File: config.mk
export PLATFORM = sky130hd
export DESIGN_NAME = contador_descendente
export DESIGN_NICKNAME = d
export VERILOG_FILES = /design/src/rtl/contador_descendente_pkg.sv /design/src/rtl/contador_reg.sv /design/src/rtl/contador_descendente.sv
export SDC_FILE = /design/constraint.sdc
export NUM_CORES = 1
export LEC_CHECK = 0
export ABC_AREA = 1
export CAP_MARGIN = 20
export CORE_UTILIZATION = 51
export DETAILED_ROUTE_END_ITERATION = 8
export GPL_TIMING_DRIVEN = 0
export PLACE_DENSITY = 0.83
export SYNTH_ARGS = -nofsm -noshare
export SYNTH_HDL_FRONTEND = slang
export SYNTH_SLANG_ARGS = --single-unit
File: constraint.sdc
create_clock -name clock -period 5.2 [get_ports clock]
set_clock_uncertainty 0.2 [all_clocks]
set_input_delay 1.04 -clock clock [delete_from_list [all_inputs] [get_ports clock]]
set_output_delay 1.04 -clock clock [all_outputs]
set_load 0.02 [all_outputs]
File: src/rtl/contador_descendente_pkg.sv
// Shared definitions for the loadable down-counter: FSM state encoding and default width.
package contador_descendente_pkg;

    localparam int unsigned CONT_N_BITS_DEF = 8;

    typedef enum logic [1:0] {
        ST_IDLE  = 2'd0,
        ST_COUNT = 2'd1,
        ST_DONE  = 2'd2
    } cont_state_t;

endpackage : contador_descendente_pkg

File: src/rtl/contador_reg.sv
// N_BITS count register with synchronous reset, parallel load and guarded decrement.
// Produces the count and its registered bitwise complement on the same edge.
module contador_reg
    import contador_descendente_pkg::*;
#(
    parameter int unsigned N_BITS = CONT_N_BITS_DEF
) (
    input  logic              clock,
    input  logic              i_rst,
    input  logic              i_load,
    input  logic [N_BITS-1:0] i_din,
    input  logic              i_dec,
    output logic [N_BITS-1:0] o_out,
    output logic [N_BITS-1:0] o_nout
);

    logic [N_BITS-1:0] r_out;
    logic [N_BITS-1:0] r_nout;

    // Count register; decrement never wraps below zero.
    always_ff @(posedge clock) begin
        if (i_rst) begin
            r_out  <= '0;
            r_nout <= '1;
        end else if (i_load) begin
            r_out  <= i_din;
            r_nout <= ~i_din;
        end else if (i_dec && (r_out != '0)) begin
            r_out  <= r_out - N_BITS'(1);
            r_nout <= ~(r_out - N_BITS'(1));
        end
    end

    assign o_out  = r_out;
    assign o_nout = r_nout;

endmodule : contador_reg

File: src/rtl/contador_descendente.sv
// Loadable synchronous down-counter/timer with a one-cycle terminal pulse.
// Optional feature macro: CONT_AUTO_RELOAD_EN (reloads the last loaded value on
// every terminal count, turning the block into a periodic tick generator).
module contador_descendente
    import contador_descendente_pkg::*;
#(
    parameter int unsigned N_BITS = CONT_N_BITS_DEF
) (
    input  logic              clock,
    input  logic              cont_reset,
    input  logic              cont_enable,
    input  logic              cont_load,
    input  logic [N_BITS-1:0] cont_din,
    output logic [N_BITS-1:0] cont_out,
    output logic [N_BITS-1:0] cont_nout,
    output logic              cont_busy,
    output logic              cont_done
);

    cont_state_t       r_state;
    cont_state_t       w_state_nxt;
    logic              w_reg_load;
    logic [N_BITS-1:0] w_reg_din;
    logic              w_reg_dec;
    logic [N_BITS-1:0] w_out;
    logic [N_BITS-1:0] w_nout;
    logic [N_BITS-1:0] w_reload_val;
    logic              r_busy;
    logic              r_done;

`ifdef CONT_AUTO_RELOAD_EN
    logic [N_BITS-1:0] r_reload;

    // Reload register captures every accepted load.
    always_ff @(posedge clock) begin
        if (cont_reset) begin
            r_reload <= '0;
        end else if (cont_load) begin
            r_reload <= cont_din;
        end
    end

    assign w_reload_val = r_reload;
`else
    assign w_reload_val = '0;
`endif

    // State register plus busy/done flags registered from the next state.
    always_ff @(posedge clock) begin
        if (cont_reset) begin
            r_state <= ST_IDLE;
            r_busy  <= 1'b0;
            r_done  <= 1'b0;
        end else begin
            r_state <= w_state_nxt;
            r_busy  <= (w_state_nxt == ST_COUNT);
            r_done  <= (w_state_nxt == ST_DONE);
        end
    end

    // Next-state and count-register control; load outranks enable in every state.
    always_comb begin
        w_state_nxt = r_state;
        w_reg_load  = 1'b0;
        w_reg_din   = cont_din;
        w_reg_dec   = 1'b0;
        case (r_state)
            ST_IDLE: begin
                if (cont_load) begin
                    w_reg_load  = 1'b1;
                    w_state_nxt = (cont_din != '0) ? ST_COUNT : ST_DONE;
                end
            end
            ST_COUNT: begin
                if (cont_load) begin
                    w_reg_load  = 1'b1;
                    w_state_nxt = (cont_din != '0) ? ST_COUNT : ST_DONE;
                end else if (cont_enable) begin
                    if (w_out > N_BITS'(1)) begin
                        w_reg_dec = 1'b1;
                    end else begin
                        // Terminal count: land on the reload value (zero without the feature).
                        w_reg_load  = 1'b1;
                        w_reg_din   = w_reload_val;
                        w_state_nxt = ST_DONE;
                    end
                end
            end
            ST_DONE: begin
                if (cont_load) begin
                    w_reg_load  = 1'b1;
                    w_state_nxt = (cont_din != '0) ? ST_COUNT : ST_DONE;
                end else begin
                    w_state_nxt = (w_reload_val != '0) ? ST_COUNT : ST_IDLE;
                end
            end
            default: begin
                w_state_nxt = ST_IDLE;
            end
        endcase
    end

    contador_reg #(
        .N_BITS (N_BITS)
    ) u_reg (
        .clock  (clock),
        .i_rst  (cont_reset),
        .i_load (w_reg_load),
        .i_din  (w_reg_din),
        .i_dec  (w_reg_dec),
        .o_out  (w_out),
        .o_nout (w_nout)
    );

    assign cont_out  = w_out;
    assign cont_nout = w_nout;
    assign cont_busy = r_busy;
    assign cont_done = r_done;

endmodule : contador_descendente

==> metrics, run 1 <==
grt met1 use 29.3%; Req. time, crit path 3.96 ns; Synth top area share 35.3%; leakage dissipation 0.684 nW; Worst setup endpoint cont_out[4]; largest net degree at the start of global routing 11; Core Rows 16; outcome completed; Max-Cap Viols 0; hold_buf cts 0; full die area 2420 um^2; final setup fails 0; commonest cells after routing, fill and taps aside 55 x nand2_1, 29 x clkdlybuf4s50_1, 20 x nand3_1, 20 x dfxtp_1, 17 x nor2_1; Die Wd 49.2 um; WHS 0.292 ns; GRT overflow 0; die height 49.2 um; DP Wirelength 2.10 mm; CTS Buffer Depth 2; worst path cell trace clkdlybuf4s50_1; reg2reg end u_reg.o_nout[3]; antenna violations before repair 0; Clk pin slew, worst setup/hold paths 0.11 ns; core area 2020 um^2; Global Route met3 Usage 4.98%; n_diodes 0; Place WS 2.31 ns; via-per-instance ratio 5.38; RSZ-0062 raised after global routing no; PD cells 357 nW/um^2; clock root buffer clkbuf_4; area grow syn2layout 30.5%; Critical Path Start Type register; commonest non-fill, non-tap cell in the layout nand2_1; global routing's busiest layer met2; Final TNS setup 0 ns; Bufs and invs on worst path 1; Placed Instances 222; I/O Pins 30; Worst VDD drop 0.239 mV; routed vias 1,211; worst skew pair latency 0.30 ns; final-stage net count 215; post-synthesis sequential area ratio 35.3%; DRC violations left 0; TritonCTS clock tree yes; CP Max Fanout 5; path length in cells of the critical path 1; Worst-Margin Slew 0.638 ns; Sink Count 20; drt first-iter violations 19; fin crit share 51.0%; Num CTS Buffers 3; Synth Warn # 0; mean area per synthesized cell 6.84 um^2; Synth Cell Area 1130 um^2; drt wl/cell 12.3 um; GRT Total Usage 25.2%; top cells by area, synth dfxtp_1 35%, nand2_1 18%, nand3_1 8.8%; final cell count without fillers 225; Detailed Routing Iterations Pass 1 4; Cell variety after synth 23; critical path class reg2out; Synth Register Bits 20; CTS H-tree depth 1; antenna-violating nets left 0; Fin. Hold Viols 0; I/O Buffers 29; setup repair bufs after CTS 0; RR Startpoint u_reg.o_out[0]; fraction of layout cells with a size suffix above 1 11.1%; worst rel slew slack 57.2%; total power 0.529 mW; biggest area consumer among synthesized cells dfxtp_1; RD Place Congestion 0.920; Final Critical Period 2.65 ns; initial core utilization 56.1%; GR Layer Usage met2 42.9%; Crit-path slowest cell clkdlybuf4s50_1; Peak Freq 377 MHz; Slew Viols, Final 0; CP endpoint kind primary output; Reg2Reg Depth 12; Largest delay share family, worst path buffers and inverters; first-pass GRT wire length 4.71 mm; Reg2Reg Setup Slack 3.12 ns; Worst path max stage delay 0.65 ns; min-delay worst type reg2reg; Critical path origin u_reg.o_out[4]; post-cts sizing count 0; CP Data Arrival Time 1.41 ns; vias in the first global route 1,135; Cells after Synth 166; final wirelength 2.78 mm; Mapped Nets 181; worst setup margin 2.55 ns
==> flip-flops by register name, indices dropped and copies added (netlist names) <==
register      flops
cont_busy         1
cont_done         1
u_reg.o_nout      8
u_reg.o_out       8
r_state           2
==> metal layers <==
| layer | vias to the layer above | wire, um |
|---|---|---|
| met4 | 0 | 72 |
| met1 | 560 | 1240 |
| li1 | 604 | - |
| met3 | 9 | 149 |
| met2 | 38 | 1320 |
| met5 | - | 0 |
==> cell families after synthesis <==
logic type      synth area share [%]
fa+ha+maj                       3.31
xor+xnor                        3.09
buf+inv                         7.72
compound gates                  4.41
flops                           35.3
simple gates                    46.2
==> layout make-up <==
| class | count | area (um^2) |
|---|---|---|
| Multi-Input combinational cell | 129 | 647 |
| Fill cell | 171 | 541 |
| Sequential cell | 20 | 400 |
| Timing Repair Buffer | 29 | 290 |
| Inverter | 14 | 52.6 |
| Buffer | 3 | 35.0 |
| Tap cell | 27 | 33.8 |
| Clock buffer | 3 | 22.5 |
==> cell usage after synthesis <==
| cell | instances |
|---|---|
| nand2_1 | 55 |
| dfxtp_1 | 20 |
| nand3_1 | 20 |
| nor2_1 | 17 |
| inv_1 | 8 |
| a21oi_1 | 6 |
| inv_2 | 5 |
| nand4_1 | 5 |
| nand3_2 | 4 |
| o21ai_0 | 4 |
| ha_1 | 3 |
| nand2_4 | 3 |
| nor2_2 | 3 |
| xor2_1 | 3 |
| nor4_1 | 2 |
| buf_12 | 1 |
| buf_6 | 1 |
| clkbuf_1 | 1 |
| clkinv_1 | 1 |
| nand2_2 | 1 |
| nor3_1 | 1 |
| or2_2 | 1 |
| xnor2_1 | 1 |
==> report_power, final <==
part / internal (mW) / total, mW / switching [mW]
Combinational: 0.109 / 0.257 / 0.148
Clock: 0.0270 / 0.0736 / 0.0466
Sequential: 0.177 / 0.198 / 0.0218
==> metrics by stage <==
| stage | util (%) | instance area, um^2 |
|---|---|---|
| after global placement | 72.2 | 1460 |
| after detailed placement | 72.2 | 1460 |
| final | 73.3 | 1480 |
| after floorplan | - | 1130 |
| after CTS | 73.3 | 1480 |
| after global routing | 73.3 | 1480 |
==> worst reg2reg max path, cell delays in order, from the launching register on <==
cell and delay, ns:
dfxtp_1 0.37, inv_1 0.11, ha_1 0.23, nor2_1 0.07, nor2_2 0.16, nand3_2 0.13, nand2_4 0.14, nand2_4 0.11
nand2_4 0.12, inv_2 0.06, buf_6 0.14, nand2_1 0.05, nand3_1 0.08
==> worst min-delay path by stage <==
stage / startpoint / endpoint / slack (ns) / depth (start not counted)
2_1_floorplan: r_state[1] / cont_busy / 0.32 / 3
3_3_place_gp: u_reg.o_nout[1] / u_reg.o_nout[1] / 0.25 / 2
3_5_place_dp: u_reg.o_nout[2] / u_reg.o_nout[2] / 0.26 / 2
4_1_cts: u_reg.o_nout[1] / u_reg.o_nout[1] / 0.30 / 2
5_1_grt: u_reg.o_nout[1] / u_reg.o_nout[1] / 0.31 / 2
6_report: u_reg.o_nout[2] / u_reg.o_nout[2] / 0.29 / 2
Power figures use the tool's default switching activity.
==> run 2, diff against run 1 <==
--- a/config.mk
+++ b/config.mk
@@ -7,10 +7,10 @@
 export LEC_CHECK = 0
 export ABC_AREA = 1
 export CAP_MARGIN = 20
-export CORE_UTILIZATION = 51
+export CORE_UTILIZATION = 47
 export DETAILED_ROUTE_END_ITERATION = 8
 export GPL_TIMING_DRIVEN = 0
-export PLACE_DENSITY = 0.83
+export PLACE_DENSITY = 0.78
 export SYNTH_ARGS = -nofsm -noshare
 export SYNTH_HDL_FRONTEND = slang
 export SYNTH_SLANG_ARGS = --single-unit
==> constraint.sdc (replaced) <==
create_clock -name clock -period 2.5 [get_ports clock]
set_clock_uncertainty 0.2 [all_clocks]
set_input_delay 0.5 -clock clock [delete_from_list [all_inputs] [get_ports clock]]
set_output_delay 0.5 -clock clock [all_outputs]
set_load 0.02 [all_outputs]
==> metrics, run 2 (synthesis gave the netlist of run 1 again) <==
outcome completed (unchanged); vias in the first global route 1,109 (was 1,135); Slew Viols, Final 0 (unchanged); Crit-path slowest cell clkdlybuf4s50_1 (unchanged); Num CTS Buffers 3 (unchanged); I/O Pins 30 (unchanged); antenna violations before repair 0 (unchanged); min-delay worst type reg2reg (unchanged); RR Startpoint u_reg.o_out[0] (unchanged); Die Wd 51.1 um (was 49.2 um); Final Critical Period 2.12 ns; Multi-input gate area 647 um^2 (unchanged); Largest delay share family, worst path buffers and inverters (unchanged); CTS H-tree depth 1 (unchanged); fraction of layout cells with a size suffix above 1 11.6% (was 11.1%); FILL cells 216 (was 171); post-cts sizing count 0 (unchanged); WHS 0.289 ns (was 0.292 ns); CTS Buffer Depth 2 (unchanged); Worst path max stage delay 0.66 ns (was 0.65 ns); Critical Path Start Type register (unchanged); GRT overflow 0 (unchanged); Req. time, crit path 1.80 ns (was 3.96 ns); Worst VDD drop 0.500 mV (was 0.239 mV); setup repair bufs after CTS 0 (unchanged); routed vias 1,184 (was 1,211); RD Place Congestion 0.912 (was 0.920); full die area 2620 um^2 (was 2420 um^2); GRT Total Usage 25.0% (was 25.2%); worst setup margin 0.377 ns (was 2.55 ns); die height 51.1 um (was 49.2 um); fin crit share 84.9%; final setup fails 0 (unchanged); Detailed Routing Iterations Pass 1 4 (unchanged); Sequential Area 400 um^2 (unchanged); worst skew pair latency 0.30 ns (about the same); area grow syn2layout 31.9% (was 30.5%); drt wl/cell 11.9 um (was 12.3 um); RSZ-0062 raised after global routing no (unchanged); PD cells 763 nW/um^2 (was 357 nW/um^2); clock root buffer clkbuf_4 (unchanged); I/O Buffers 29 (unchanged); Bufs and invs on worst path 1 (unchanged); CP Max Fanout 6 (was 5); Sink Count 20 (unchanged); leakage dissipation 0.691 nW (was 0.684 nW); DP Wirelength 2.12 mm (was 2.10 mm); Critical path origin u_reg.o_out[2] (was u_reg.o_out[4]); critical path class reg2out (unchanged); Worst-Margin Slew 0.655 ns (was 0.638 ns); CP Data Arrival Time 1.42 ns (was 1.41 ns); Place WS 0.146 ns (was 2.31 ns); Fin. Hold Viols 0 (unchanged); worst path cell trace clkdlybuf4s50_1 (unchanged); commonest non-fill, non-tap cell in the layout nand2_1 (unchanged); Clk pin slew, worst setup/hold paths 0.12 ns (was 0.11 ns); Core Rows 17 (was 16); final-stage net count 215 (unchanged); antenna-violating nets left 0 (unchanged); worst rel slew slack 56.0% (was 57.2%); total power 1.14 mW (was 0.529 mW); Peak Freq 471 MHz; CP endpoint kind primary output (unchanged); drt first-iter violations 19 (unchanged); commonest cells after routing, fill and taps aside 55 x nand2_1, 29 x clkdlybuf4s50_1, 20 x nand3_1, 20 x dfxtp_1, 17 x nor2_1 (unchanged); TritonCTS clock tree yes (unchanged); hold_buf cts 0 (unchanged); HP Start u_reg.o_nout[5] (was u_reg.o_nout[2]); Final TNS setup 0 ns (unchanged); initial core utilization 50.3% (was 56.1%); core area 2250 um^2 (was 2020 um^2); Max-Cap Viols 0 (unchanged); via-per-instance ratio 5.22 (was 5.38); first-pass GRT wire length 4.85 mm (was 4.71 mm); DRC violations left 0 (unchanged); n_diodes 0 (unchanged); final wirelength 2.70 mm (was 2.78 mm); largest net degree at the start of global routing 12 (was 11)
==> run 2: changes by cell type in the layout (fill, tap and decap cells not counted), sizes merged <==
cell,change
clkbuf,+1
==> run 2: area by class of cell <==
| class | instances | share of cell area, % |
|---|---|---|
| multi-input combinational | 129 | 43.2 |
| inverter | 14 | 3.51 |
| timing repair buffer | 29 | 19.4 |
| clock buffer | 4 | 2.42 |
| sequential | 20 | 26.8 |
| tap | 28 | 2.34 |
| buffer | 3 | 2.34 |
==> run 2: final timing paths <==
path / end / slack [ns] / cells after the start
min: u_reg.o_nout[5] / 0.29 / 2
max reg2reg: u_reg.o_nout[3] / 0.42 / 12
max: cont_out[2] / 0.38 / 1
min reg2reg: u_reg.o_nout[5] / 0.29 / 2
==> run 2: report_power, final <==
part / switching (mW) / internal [mW] / total (mW)
clock: 0.103 / 0.0889 / 0.192
combinational: 0.312 / 0.227 / 0.539
sequential: 0.0426 / 0.367 / 0.410
total: 0.458 / 0.683 / 1.14
==> run 2: layer usage <==
| layer | wire [um] | share of wire, % | track usage (%) |
|---|---|---|---|
| met5 | 0 | 0 | 0 |
| met4 | 35 | 1.3 | 9.26 |
| met3 | 147 | 5.5 | 5.06 |
| met2 | 1300 | 48 | 44.1 |
| met1 | 1210 | 45 | 29.4 |
==> run 2: stage by stage <==
step	area (um^2)	util [%]	instances
6_report	1500	66.4	227
5_1_grt	1500	66.4	227
4_1_cts	1500	66.4	227
3_5_place_dp	1460	64.8	223
3_3_place_gp	1460	64.8	223
2_1_floorplan	1130	-	166
==> run 3, diff against run 2 <==
--- a/config.mk
+++ b/config.mk
@@ -7,10 +7,10 @@
 export LEC_CHECK = 0
 export ABC_AREA = 1
 export CAP_MARGIN = 20
-export CORE_UTILIZATION = 47
+export CORE_UTILIZATION = 43
 export DETAILED_ROUTE_END_ITERATION = 8
 export GPL_TIMING_DRIVEN = 0
-export PLACE_DENSITY = 0.78
+export PLACE_DENSITY = 0.75
 export SYNTH_ARGS = -nofsm -noshare
 export SYNTH_HDL_FRONTEND = slang
 export SYNTH_SLANG_ARGS = --single-unit
==> constraint.sdc (replaced) <==
create_clock -name clock -period 1.75 [get_ports clock]
set_clock_uncertainty 0.2 [all_clocks]
set_input_delay 0.35 -clock clock [delete_from_list [all_inputs] [get_ports clock]]
set_output_delay 0.35 -clock clock [all_outputs]
set_load 0.02 [all_outputs]
==> metrics, run 3 (synthesis gave the netlist of run 1 again) <==
total power 1.97 mW (was 1.14 mW); die height 53.4 um (was 51.1 um); largest net degree at the start of global routing 12 (unchanged); Num CTS Buffers 3 (unchanged); min-delay worst type reg2reg (unchanged); initial core utilization 45.8% (was 50.3%); Core Util, Final 76.8% (was 66.4%); failing checks setup timing; drt wl/cell 17.4 um (was 11.9 um); Req. time, crit path 1.73 ns (was 1.80 ns); commonest non-fill, non-tap cell in the layout nand2_1 (unchanged); reg2reg end u_reg.o_out[6] (was u_reg.o_nout[3]); Met3 Wirelength 259 um (was 147 um); I/O Buffers 29 (unchanged); Placed Instances 225 (was 223); routed vias 1,392 (was 1,184); CP Data Arrival Time 1.86 ns (was 1.42 ns); via-per-instance ratio 5.66 (was 5.22); WHS 0.278 ns (was 0.289 ns); n_diodes 0 (unchanged); antenna-violating nets left 0 (unchanged); hold_buf cts 0 (unchanged); drt first-iter violations 46 (was 19); vias in the first global route 1,206 (was 1,109); CTS H-tree depth 1 (unchanged); leakage dissipation 0.858 nW (was 0.691 nW); Clk pin slew, worst setup/hold paths 0.12 ns (about the same); final-stage net count 232 (was 215); antenna violations before repair 0 (unchanged); DP Wirelength 2.11 mm (was 2.12 mm); GRT overflow 0 (unchanged); final wirelength 4.28 mm (was 2.70 mm); RR Startpoint u_reg.o_out[4] (was u_reg.o_out[0]); Worst-Margin Slew 0.651 ns (was 0.655 ns); Die Wd 53.4 um (was 51.1 um); PD cells 1040 nW/um^2 (was 763 nW/um^2); CP Max Fanout 5 (was 6); Critical path origin u_reg.o_out[4] (was u_reg.o_out[2]); final setup fails 16 (was 0); Fin. Hold Viols 0 (unchanged); DRC violations left 0 (unchanged); clock root buffer clkbuf_4 (unchanged); full die area 2850 um^2 (was 2620 um^2); DR top layer met4 (unchanged); RD Place Congestion 0.804 (was 0.912); Sink Count 20 (unchanged); met1 WL 1.75 mm (was 1.21 mm); fin crit share 107%; Reg2Reg Setup Slack -0.12 ns (was 0.42 ns); RSZ-0062 raised after global routing yes (was no); outcome finished, violations left (was completed); Detailed Routing Iterations Pass 1 4 (unchanged); Critical Path Start Type register (unchanged); worst setup margin -0.123 ns (was 0.377 ns); CP endpoint kind register (was primary output); I/O Pins 30 (unchanged); Final Critical Period 1.87 ns; final cell count without fillers 246 (was 227); worst rel slew slack 56.6% (was 56.0%); worst skew pair latency 0.32 ns (was 0.30 ns); CTS Buffer Depth 2 (unchanged); fraction of layout cells with a size suffix above 1 40.3% (was 11.6%); wire length on met2 2.14 mm (was 1.30 mm); Worst setup endpoint u_reg.o_out[6] (was cont_out[2]); Reg2Reg Depth 11 (was 12); post-route cell area 1900 um^2 (was 1500 um^2); Max-Cap Viols 0 (unchanged); commonest cells after routing, fill and taps aside 39 x nand2_1, 18 x dlygate4sd2_1, 15 x nor2_1, 15 x dfxtp_1 (was 55 x nand2_1, 29 x clkdlybuf4s50_1, 20 x nand3_1, 20 x dfxtp_1, 17 x nor2_1); Slew Viols, Final 0 (unchanged); Core Rows 18 (was 17); TritonCTS clock tree yes (unchanged); Worst VDD drop 0.823 mV (was 0.500 mV); area grow syn2layout 67.6% (was 31.9%); Placement Cell Area 1490 um^2 (was 1460 um^2); core area 2480 um^2 (was 2250 um^2); Place WS -0.497 ns (was 0.146 ns); Peak Freq 534 MHz; critical path class reg2reg (was reg2out); Final TNS setup -1.59 ns (was 0 ns); GRT Total Usage 28.1% (was 25.0%); first-pass GRT wire length 5.66 mm (was 4.85 mm)
## run 3: metal layers
metal | GRT usage, % | up-vias
li1 | - | 644
met1 | 33.6 | 668
met2 | 47.5 | 65
met3 | 5.17 | 15
met4 | 13.6 | 0
met5 | 0 | -
## run 3: final cells by class
class / instances / area [um^2]
plain buffers: 3 / 38.8
clock buffers: 3 / 22.5
fillers: 181 / 576
repair buffers: 45 / 407
flip-flops and latches: 20 / 412
clock inverters: 1 / 3.75
multi-input cells: 130 / 916
inverters: 14 / 65.1
well taps: 30 / 37.5
## run 3: power breakdown
| part | switching, mW | internal, mW |
|---|---|---|
| sequential | 0.0878 | 0.530 |
| combinational | 0.657 | 0.458 |
| clock | 0.156 | 0.0836 |
## run 3: worst min-delay path by stage
stage,from,end,cells past startpoint
2_1_floorplan,r_state[1],cont_busy,3
3_3_place_gp,u_reg.o_nout[2],u_reg.o_nout[2],2
3_5_place_dp,u_reg.o_nout[2],u_reg.o_nout[2],2
4_1_cts,u_reg.o_nout[2],u_reg.o_nout[2],2
5_1_grt,u_reg.o_nout[5],u_reg.o_nout[5],2
6_report,u_reg.o_nout[5],u_reg.o_nout[5],2
## run 3: critical path: stages (launching register included)
cell	delay (ns)
dfxtp_2	0.39
inv_2	0.11
nand2_1	0.09
nor2_4	0.20
nand3_4	0.12
nand2_4	0.14
nand2_8	0.08
nand2_8	0.12
inv_8	0.04
buf_8	0.13
nand2_4	0.06
a21oi_2	0.04
## run 3: timing repair
item,4_1_cts,5_1_grt
endpoints found under the setup margin,34,21
resized for setup,66,23
endpoints found under the hold margin,0,0
cloned,2,0
buffers inserted,6,9
pin swaps,15,8
